==> src/rtl/mem_bist_master.sv <==
// ----------------------------------------------------------------------------
// mem_bist_master
//
// Self-test initiator for the valid/ready single-port memory. On start it
// writes a selectable data pattern to every address 0..DEPTH-1. It then reads
// each word back and compares it with the same pattern. When the run ends it
// reports pass/fail, the number of mismatches and the first failing address.
//
// Every request uses a four-phase handshake. After a REQ state sees ready_i
// high, the matching GAP state waits for ready_i to drop before the next
// request is issued. The memory holds ready while valid is high, so this wait
// keeps one request from being counted twice.
//
// Ports
//   clk_i        clock, all logic on the rising edge
//   rst_i        synchronous active-low reset
//   start_i      start a run (only taken in IDLE or DONE)
//   pattern_i    0=addr, 1=~addr, 2=checkerboard, 3=seed_i^addr
//   seed_i       seed for pattern 3, latched at start
//   valid_o      request to memory
//   wr_rd_en_o   1=write, 0=read
//   addr_o       request address
//   wdata_o      write data
//   rdata_i      read data from memory
//   ready_i      memory acknowledge
//   busy_o       run in progress
//   done_o       run finished, held until next start or reset
//   pass_o       done with no mismatch and no timeout
//   timeout_o    run aborted on a handshake timeout
//   err_count_o  read mismatches, saturating at DEPTH
//   fail_addr_o  first mismatching address, 0 if none
// ----------------------------------------------------------------------------
module mem_bist_master #(
   parameter int WIDTH      = 8,
   parameter int DEPTH      = 16,
   parameter int ADDR_WIDTH = $clog2(DEPTH),
   parameter int TIMEOUT    = 64
) (
   input  logic                  clk_i,
   input  logic                  rst_i,
   input  logic                  start_i,
   input  logic [1:0]            pattern_i,
   input  logic [WIDTH-1:0]      seed_i,
   output logic                  valid_o,
   output logic                  wr_rd_en_o,
   output logic [ADDR_WIDTH-1:0] addr_o,
   output logic [WIDTH-1:0]      wdata_o,
   input  logic [WIDTH-1:0]      rdata_i,
   input  logic                  ready_i,
   output logic                  busy_o,
   output logic                  done_o,
   output logic                  pass_o,
   output logic                  timeout_o,
   output logic [ADDR_WIDTH:0]   err_count_o,
   output logic [ADDR_WIDTH-1:0] fail_addr_o
);

   localparam int TW = $clog2(TIMEOUT + 1);

   localparam logic [2:0] IDLE   = 3'd0;
   localparam logic [2:0] WR_REQ = 3'd1;
   localparam logic [2:0] WR_GAP = 3'd2;
   localparam logic [2:0] RD_REQ = 3'd3;
   localparam logic [2:0] RD_GAP = 3'd4;
   localparam logic [2:0] DONE   = 3'd5;

   localparam logic [ADDR_WIDTH-1:0] LAST_ADDR = ADDR_WIDTH'(DEPTH - 1);
   localparam logic [ADDR_WIDTH:0]   ERR_MAX   = (ADDR_WIDTH + 1)'(DEPTH);
   localparam logic [TW-1:0]         WAIT_MAX  = TW'(TIMEOUT - 1);

   // The data word expected at address a for the selected pattern.
   function automatic logic [WIDTH-1:0] pattern_f(
      input logic [1:0]            sel,
      input logic [WIDTH-1:0]      seed,
      input logic [ADDR_WIDTH-1:0] a
   );
      logic [WIDTH+ADDR_WIDTH-1:0] a_wide;
      logic [WIDTH-1:0]            a_ext;
      logic [WIDTH-1:0]            cb;
      // Zero-extend the address, or truncate it, to the data width.
      a_wide = {{WIDTH{1'b0}}, a};
      a_ext  = a_wide[WIDTH-1:0];
      // Even addresses set the odd bits (..1010); odd addresses set the even bits.
      for (int i = 0; i < WIDTH; i++) begin
         cb[i] = ((i % 2) == 1) ^ a[0];
      end
      case (sel)
         2'd0:    pattern_f = a_ext;
         2'd1:    pattern_f = ~a_ext;
         2'd2:    pattern_f = cb;
         default: pattern_f = seed ^ a_ext;
      endcase
   endfunction

   logic [2:0]            state_q,   state_d;
   logic [ADDR_WIDTH-1:0] addr_q,    addr_d;
   logic [TW-1:0]         wait_q,    wait_d;
   logic [1:0]            pat_q,     pat_d;
   logic [WIDTH-1:0]      seed_q,    seed_d;
   logic [ADDR_WIDTH:0]   err_q,     err_d;
   logic [ADDR_WIDTH-1:0] fail_q,    fail_d;
   logic                  timeout_q, timeout_d;

   logic [WIDTH-1:0] exp_data;
   logic             is_last;
   logic             timed_out;

   assign exp_data  = pattern_f(pat_q, seed_q, addr_q);
   assign is_last   = (addr_q == LAST_ADDR);
   assign timed_out = (wait_q == WAIT_MAX);

   always_comb begin
      // NOTE: every signal gets a default before the case statement. A path
      // that leaves a signal unassigned would otherwise infer a latch.
      state_d   = state_q;
      addr_d    = addr_q;
      wait_d    = wait_q;
      pat_d     = pat_q;
      seed_d    = seed_q;
      err_d     = err_q;
      fail_d    = fail_q;
      timeout_d = timeout_q;

      case (state_q)
         IDLE, DONE: begin
            if (start_i) begin
               state_d   = WR_REQ;
               addr_d    = '0;
               wait_d    = '0;
               pat_d     = pattern_i;
               seed_d    = seed_i;
               err_d     = '0;
               fail_d    = '0;
               timeout_d = 1'b0;
            end
         end

         WR_REQ: begin
            if (ready_i) begin
               state_d = WR_GAP;
               wait_d  = '0;
            end else if (timed_out) begin
               state_d   = DONE;
               timeout_d = 1'b1;
            end else begin
               wait_d = wait_q + 1'b1;
            end
         end

         WR_GAP: begin
            if (!ready_i) begin
               wait_d = '0;
               if (is_last) begin
                  addr_d  = '0;
                  state_d = RD_REQ;
               end else begin
                  addr_d  = addr_q + 1'b1;
                  state_d = WR_REQ;
               end
            end else if (timed_out) begin
               state_d   = DONE;
               timeout_d = 1'b1;
            end else begin
               wait_d = wait_q + 1'b1;
            end
         end

         RD_REQ: begin
            if (ready_i) begin
               state_d = RD_GAP;
               wait_d  = '0;
               if (rdata_i != exp_data) begin
                  if (err_q == '0) begin
                     fail_d = addr_q;
                  end
                  if (err_q != ERR_MAX) begin
                     err_d = err_q + 1'b1;
                  end
               end
            end else if (timed_out) begin
               state_d   = DONE;
               timeout_d = 1'b1;
            end else begin
               wait_d = wait_q + 1'b1;
            end
         end

         RD_GAP: begin
            if (!ready_i) begin
               wait_d = '0;
               if (is_last) begin
                  state_d = DONE;
               end else begin
                  addr_d  = addr_q + 1'b1;
                  state_d = RD_REQ;
               end
            end else if (timed_out) begin
               state_d   = DONE;
               timeout_d = 1'b1;
            end else begin
               wait_d = wait_q + 1'b1;
            end
         end

         default: state_d = IDLE;
      endcase
   end

   // NOTE: reset is synchronous and sampled only on the clock edge. Every
   // register is cleared, so a run that is interrupted leaves no partial result.
   always_ff @(posedge clk_i) begin
      if (!rst_i) begin
         state_q   <= IDLE;
         addr_q    <= '0;
         wait_q    <= '0;
         pat_q     <= '0;
         seed_q    <= '0;
         err_q     <= '0;
         fail_q    <= '0;
         timeout_q <= 1'b0;
      end else begin
         // NOTE: state registers use non-blocking assignments. Every register
         // then updates from values taken before the clock edge.
         state_q   <= state_d;
         addr_q    <= addr_d;
         wait_q    <= wait_d;
         pat_q     <= pat_d;
         seed_q    <= seed_d;
         err_q     <= err_d;
         fail_q    <= fail_d;
         timeout_q <= timeout_d;
      end
   end

   // Request fields are decoded from registered state only. They stay stable
   // for as long as a REQ state waits for ready_i.
   assign valid_o     = (state_q == WR_REQ) || (state_q == RD_REQ);
   assign wr_rd_en_o  = (state_q == WR_REQ);
   assign addr_o      = addr_q;
   assign wdata_o     = exp_data;
   assign busy_o      = (state_q == WR_REQ) || (state_q == WR_GAP) ||
                        (state_q == RD_REQ) || (state_q == RD_GAP);
   assign done_o      = (state_q == DONE);
   assign pass_o      = (state_q == DONE) && (err_q == '0) && !timeout_q;
   assign timeout_o   = timeout_q;
   assign err_count_o = err_q;
   assign fail_addr_o = fail_q;

endmodule

==> config.mk <==
export PLATFORM = sky130hd
export DESIGN_NAME = mem_bist_master
export DESIGN_NICKNAME = d
export VERILOG_FILES = /design/src/rtl/mem_bist_master.sv
export SDC_FILE = /design/constraint.sdc
export NUM_CORES = 1
export LEC_CHECK = 0
export ABC_AREA = 1
export BUFFER_PORTS_ARGS = -buffer_cell sky130_fd_sc_hd__buf_2
export CORE_MARGIN = 8
export CORE_UTILIZATION = 55
export DETAILED_ROUTE_END_ITERATION = 6
export PLACE_DENSITY_LB_ADDON = 0.08
export SYNTH_ARGS = -nofsm -noshare
export SYNTH_HDL_FRONTEND = slang
export SYNTH_SLANG_ARGS = --single-unit
==> constraint.sdc <==
create_clock -name clk_i -period 3.1 [get_ports clk_i]
set_input_delay 0.62 -clock clk_i [delete_from_list [all_inputs] [get_ports clk_i]]
set_output_delay 0.62 -clock clk_i [all_outputs]
set_load 0.02 [all_outputs]
==> metrics, run 1 <==
Final Cell Area between 2000 and 3000 sq um; power density over cell area about 560 nW/um^2; max cap viols 0; largest net degree at the start of global routing 24; fraction of registers with async set or reset after synthesis 0; Initial Util 0.573; vias in the first global route 2051; number of diodes 0; syn nets 377; # IOs a little under 50; CP delay by family, top flip-flops; share of layout cells above drive strength 1 0.227; Worst setup EP type primary output; Clock Latency Late Sink roughly 290 ps; drt pass-1 iters 4; sequential-to-total area share from yosys stat 0.295; RR Endpoint err_count_o[3]$_SDFFE_PN0P_; final wirelength 5.60 mm; gr ovfl total 0; Chip Width around 81 microns; Distinct cells, synth 44; Mapped Cells about 350; R2R cell count 11; routed length per instance roughly 13 microns; yosys warns 0; Post-CTS Resized 0; DP HPWL roughly 4.3 mm; worst-path fanout max 11; global routing usage on met1 0.222; busiest grt layer met2; Syn Area/Cell approximately 6.6 sq um; CTS tree done; hold endpoint wait_q[6]$_SDFFE_PN0P_; Final Util 0.662; critical path data required time ~2500 ps; hold-fix buffers at CTS 0; ys flop type dfxtp_1; Setup Viol. Count Final 0; VDD IR max between 300 and 400 uV; CP most frequent cell inv_1; routed vias/inst just over 5; Worst Path Buf+Inv 3; critical-path cell list inv_1, o21ai_0, nand3_1, nand2_1, inv_1, buf_2; FMAX around 0.43 GHz; Clock Sinks 34; mapped cell area 2310 sq um; Worst Hold Class register to register; initial antenna violation count 0; Clock Pin Slew Worst Setup and Hold Paths approximately 70 ps; Final period util 0.749; GRT Overall Usage 0.176; GR Layer Usage met2 0.295; die area approximately 6500 sq um; Startpoint Class register; final hold vios 0; hold path cells 2; clock buffer count from CTS 5; register bit total from synthesis 34; Slew @ Worst Pin 465 ps; setup tns final 0 ps; Post-synth EDFFs 0; RSZ-0062 raised after global routing false; Post-DP Area 2560 sq um; Arr. time, crit path 1700 ps; via total after detailed routing between 2000 and 2500; P_leak 0.00141 uW; Synth-to-Final Area Change 15.6%; htree depth 2; Tmin final 2320 ps; first-pass GRT wire length between 9 and 10 mm; CP Class register to primary output; most frequent cells in the layout nand2_1, inv_1, buf_2; Clock Skew 6.65 ps; hold path start wait_q[6]$_SDFFE_PN0P_; Final #Nets 422; postcts setup bufs 0; Reg2Reg Setup Slack 960 ps; status finished clean; r2r startpoint addr_o[0]$_SDFFE_PN0P_; count of input and output buffers 48; Final Wtd Congestion about 0.90; Critical Path Max Stage Delay 610 ps; antenna viol nets, final 0; most common cell after layout, fill and taps aside nand2_1; Root Buffer clkbuf_8; GR Util met3 0.0430; max_slew headroom 0.689; die span in y ~81 microns; Clock Tree Buf Depth 2; DRC violations left 0; Slew Viols, Final 0; Worst path slowest cell dfxtp_1; Core Rows 23; DR iter-0 viols between 100 and 150; core area between 4000 and 5000 sq um
[routing by layer]
| metal | up-vias | part of all wire |
|---|---|---|
| met5 | - | 0 |
| li1 | 1228 | - |
| met1 | 1019 | 0.48 |
| met4 | 0 | 0.0064 |
| met3 | 4 | 0.054 |
| met2 | 51 | 0.46 |
[power by group]
group,switching (uW),total [uW],internal [uW]
combinational,350,527,177
sequential,56.7,540,483
clock,177,414,237
[synth_stat cells, types with 2 or more instances]
cell / n / area [sq um]
nand2_4: 2 / 22.5
nand3_2: 6 / 60.1
dfxtp_1: 34 / 681
nand2_1: 82 / 308
clkbuf_1: 3 / 11.3
o22ai_1: 3 / 18.8
a31oi_1: 2 / 12.5
nand2_2: 2 / 12.5
a21oi_1: 18 / 90.1
buf_2: 3 / 15.0
nand4_1: 14 / 87.6
inv_1: 52 / 195
clkinv_1: 4 / 15.0
o21ai_0: 20 / 100
inv_2: 6 / 22.5
nand3_1: 23 / 115
nor3_1: 3 / 15.0
ha_1: 4 / 50.1
nor2_4: 5 / 56.3
nand3b_1: 2 / 15.0
o21ai_1: 2 / 10.0
xor2_1: 3 / 26.3
nor2_2: 3 / 18.8
buf_1: 2 / 7.51
nor2_1: 34 / 128
[tightest hold or removal path, delay by kind of cell, from the launching register on]
kind             cells  cell delay, ps
flip-flops           1             310
AND/OR/NAND/NOR      1              40
AO/OA/AOI/OAI        1              60
[how the worst max path moves through the flow]
stage                                  from                     endpoint  slack [ps]  depth (start not counted)
floorplan           state_q[2]$_SDFFE_PN0P_                       pass_o         830                          3
global placement     addr_o[0]$_SDFFE_PN0P_  err_count_o[2]$_SDFFE_PN0P_        1020                         11
detailed placement   addr_o[0]$_SDFFE_PN0P_  err_count_o[2]$_SDFFE_PN0P_        1010                         11
CTS                  addr_o[0]$_SDFFE_PN0P_                   wdata_o[1]         790                          6
global route         addr_o[0]$_SDFFE_PN0P_                   wdata_o[1]         660                          6
finish               addr_o[0]$_SDFFE_PN0P_                   wdata_o[1]         780                          6
[cell type report]
class	instances	area, sq um
Timing Repair Buffer	48	240
Multi-Input combinational cell	245	1340
Tap cell	50	62.6
Fill cell	374	1360
Sequential cell	34	681
Clock inverter	3	40.0
Inverter	62	233
Clock buffer	5	68.8
[flip-flops by register name, indices dropped and copies added (netlist names)]
signal / cells
seed_q: 8
wait_q: 7
err_count_o: 5
addr_o: 4
fail_addr_o: 4
state_q: 3
pat_q: 2
timeout_o: 1
[stage by stage]
stage / setup slack (ps) / instances / hold slack (ps) / power (uW)
2_1_floorplan: 833 / 351 / 430 / 938
3_3_place_gp: 1020 / 439 / 450 / 1070
3_5_place_dp: 1010 / 439 / 455 / 1070
4_1_cts: 788 / 447 / 465 / 1490
5_1_grt: 660 / 447 / 488 / 1580
6_report: 778 / 447 / 458 / 1480
[logic make-up after synthesis]
family                   share of synthesized area
flip-flops                                   0.295
AND/OR/NAND/NOR                              0.395
buffers and inverters                        0.124
XOR/XNOR                                    0.0114
adder cells (fa/ha/maj)                     0.0217
AO/OA/AOI/OAI                                0.153
(Power assumes the default switching activity.)
==> inputs of run 2 (changes only) <==
clock period = 2.25 ns   (was 3.1 ns; I/O delays follow)
==> metrics, run 2 (synthesized netlist as in run 1, its figures left out) <==
FMAX between 0.5 and 0.6 GHz; Clock Tree Buf Depth 2 (unchanged); gr ovfl total 0 (unchanged); CP delay by family, top flip-flops; Critical Path Max Stage Delay 460 ps (-150 ps); Slew @ Worst Pin 376 ps (-89.6 ps); Initial Util 0.573 (unchanged); routed length per instance 12.2 microns (-2.5%); core area 4030 sq um (unchanged); max cap viols 0 (unchanged); Clock Latency Late Sink 290 ps (about the same); placed cell count 442 (+0.68%); hold-fix buffers at CTS 0 (unchanged); GRT Overall Usage 0.181 (+0.00437); Post-CTS Resized 0 (unchanged); Post-DP Area 2580 sq um (+0.88%); routed vias/inst 5.20 (+1.0%); htree depth 2 (unchanged); worst-path fanout max 11 (unchanged); die span in y 80.8 microns (unchanged); via total after detailed routing 2341 (+1.7%); Final #Nets 425 (+0.71%); DR iter-0 viols 142 (+8.4%); final hold vios 0 (unchanged); Final Cell Area 2680 sq um (+0.52%); Clock Sinks 34 (unchanged); largest net degree at the start of global routing 23 (-4.2%); critical-path cell list inv_1, o21ai_0, nand3_1, nand2_1, inv_1, buf_2; count of input and output buffers 48 (unchanged); Worst Hold Class primary input to register; Worst path slowest cell dfxtp_2; Place WS 139 ps (-872 ps); DP HPWL 4.27 mm (-0.22%); initial antenna violation count 0 (unchanged); power density over cell area 727 nW/um^2 (+31%); Clock Skew 6.88 ps (+0.233 ps); Final Wtd Congestion 0.915 (+2.2%); vias in the first global route 2205 (+7.5%); Setup Viol. Count Final 0 (unchanged); max_slew headroom 0.749 (+0.0592); Final Util 0.666 (+0.00342); die area 6530 sq um (unchanged); P_leak 0.00142 uW (+0.39%); first-pass GRT wire length 9.62 mm (+3.6%); final worst setup slack 260 ps (-518 ps); RSZ-0062 raised after global routing false; number of diodes 0 (unchanged); Clock Pin Slew Worst Setup and Hold Paths 70 ps (about the same); CP most frequent cell inv_1; fin cells 450 (+0.67%); Root Buffer clkbuf_8; Arr. time, crit path 1540 ps (-160 ps); most common cell after layout, fill and taps aside nand2_1; # IOs 49 (unchanged); drt pass-1 iters 4 (unchanged); Tmin final 1990 ps; status finished clean; setup tns final 0 ps (unchanged); CTS tree done; share of layout cells above drive strength 1 0.233 (+0.00580); Worst Path Buf+Inv 3 (unchanged); Top reg by flops seed_q; Slew Viols, Final 0 (unchanged); Chip Width 80.8 microns (unchanged); VDD IR max 496 uV (+44%); max FFs per register 8 (unchanged); final wirelength 5.49 mm (-1.9%); Core Rows 23 (unchanged); Synth-to-Final Area Change 16.2%; CP Class register to primary output; most frequent cells in the layout nand2_1, inv_1, buf_2; postcts setup bufs 0 (unchanged); Reg2Reg Setup Slack 300 ps (-660 ps); Worst setup EP type primary output; clock buffer count from CTS 5 (unchanged); antenna viol nets, final 0 (unchanged); Final period util 0.885; DRC violations left 0 (unchanged); Startpoint Class register; critical path data required time 1800 ps (-680 ps)
==> run 2: cell count changes in the layout (fill, tap and decap cells not counted), sizes merged <==
cell    change
buf         +3
bufinv      -1
clkbuf      +2
clkinv      -1
==> run 2: through the flow <==
| step | hold WS [ps] | total power [uW] |
|---|---|---|
| final | 388 | 1950 |
| after global routing | 392 | 2100 |
| after CTS | 377 | 1970 |
| after detailed placement | 445 | 1490 |
| after global placement | 448 | 1480 |
| after floorplan | 430 | 1290 |
==> run 2: power by group <==
part / internal [uW] / switching (uW)
Combinational: 252 / 489
Sequential: 667 / 69.2
Clock: 247 / 227
==> run 2: layer usage <==
layer  GRT usage  up-vias  part of all wire
li1            -     1235                 -
met2       0.299       63              0.46
met1       0.227     1035              0.45
met4      0.0696        0             0.014
met5           0        -                 0
met3      0.0342        8             0.070
==> run 2: final cells by class <==
| type | count | area, sq um |
|---|---|---|
| clock buffer | 7 | 86.3 |
| tap | 50 | 62.6 |
| inverter | 62 | 233 |
| sequential | 34 | 682 |
| multi-input combinational | 245 | 1350 |
| clock inverter | 1 | 5.00 |
| fill | 399 | 1350 |
| timing repair buffer | 51 | 263 |
==> run 2: final timing paths <==
kind	start	depth (start not counted)	end
setup / recovery	addr_o[0]$_SDFFE_PN0P_	6	wdata_o[1]
hold / removal	seed_i[0]	3	seed_q[0]$_SDFFE_PN0P_
setup reg to reg	addr_o[0]$_SDFFE_PN0P_	11	err_count_o[3]$_SDFFE_PN0P_
hold reg to reg	seed_q[7]$_SDFFE_PN0P_	2	seed_q[7]$_SDFFE_PN0P_
==> run 2: worst min-delay path: stages <==
cell and delay (ps):
buf_2 80, nor2_1 30, nor2_1 80
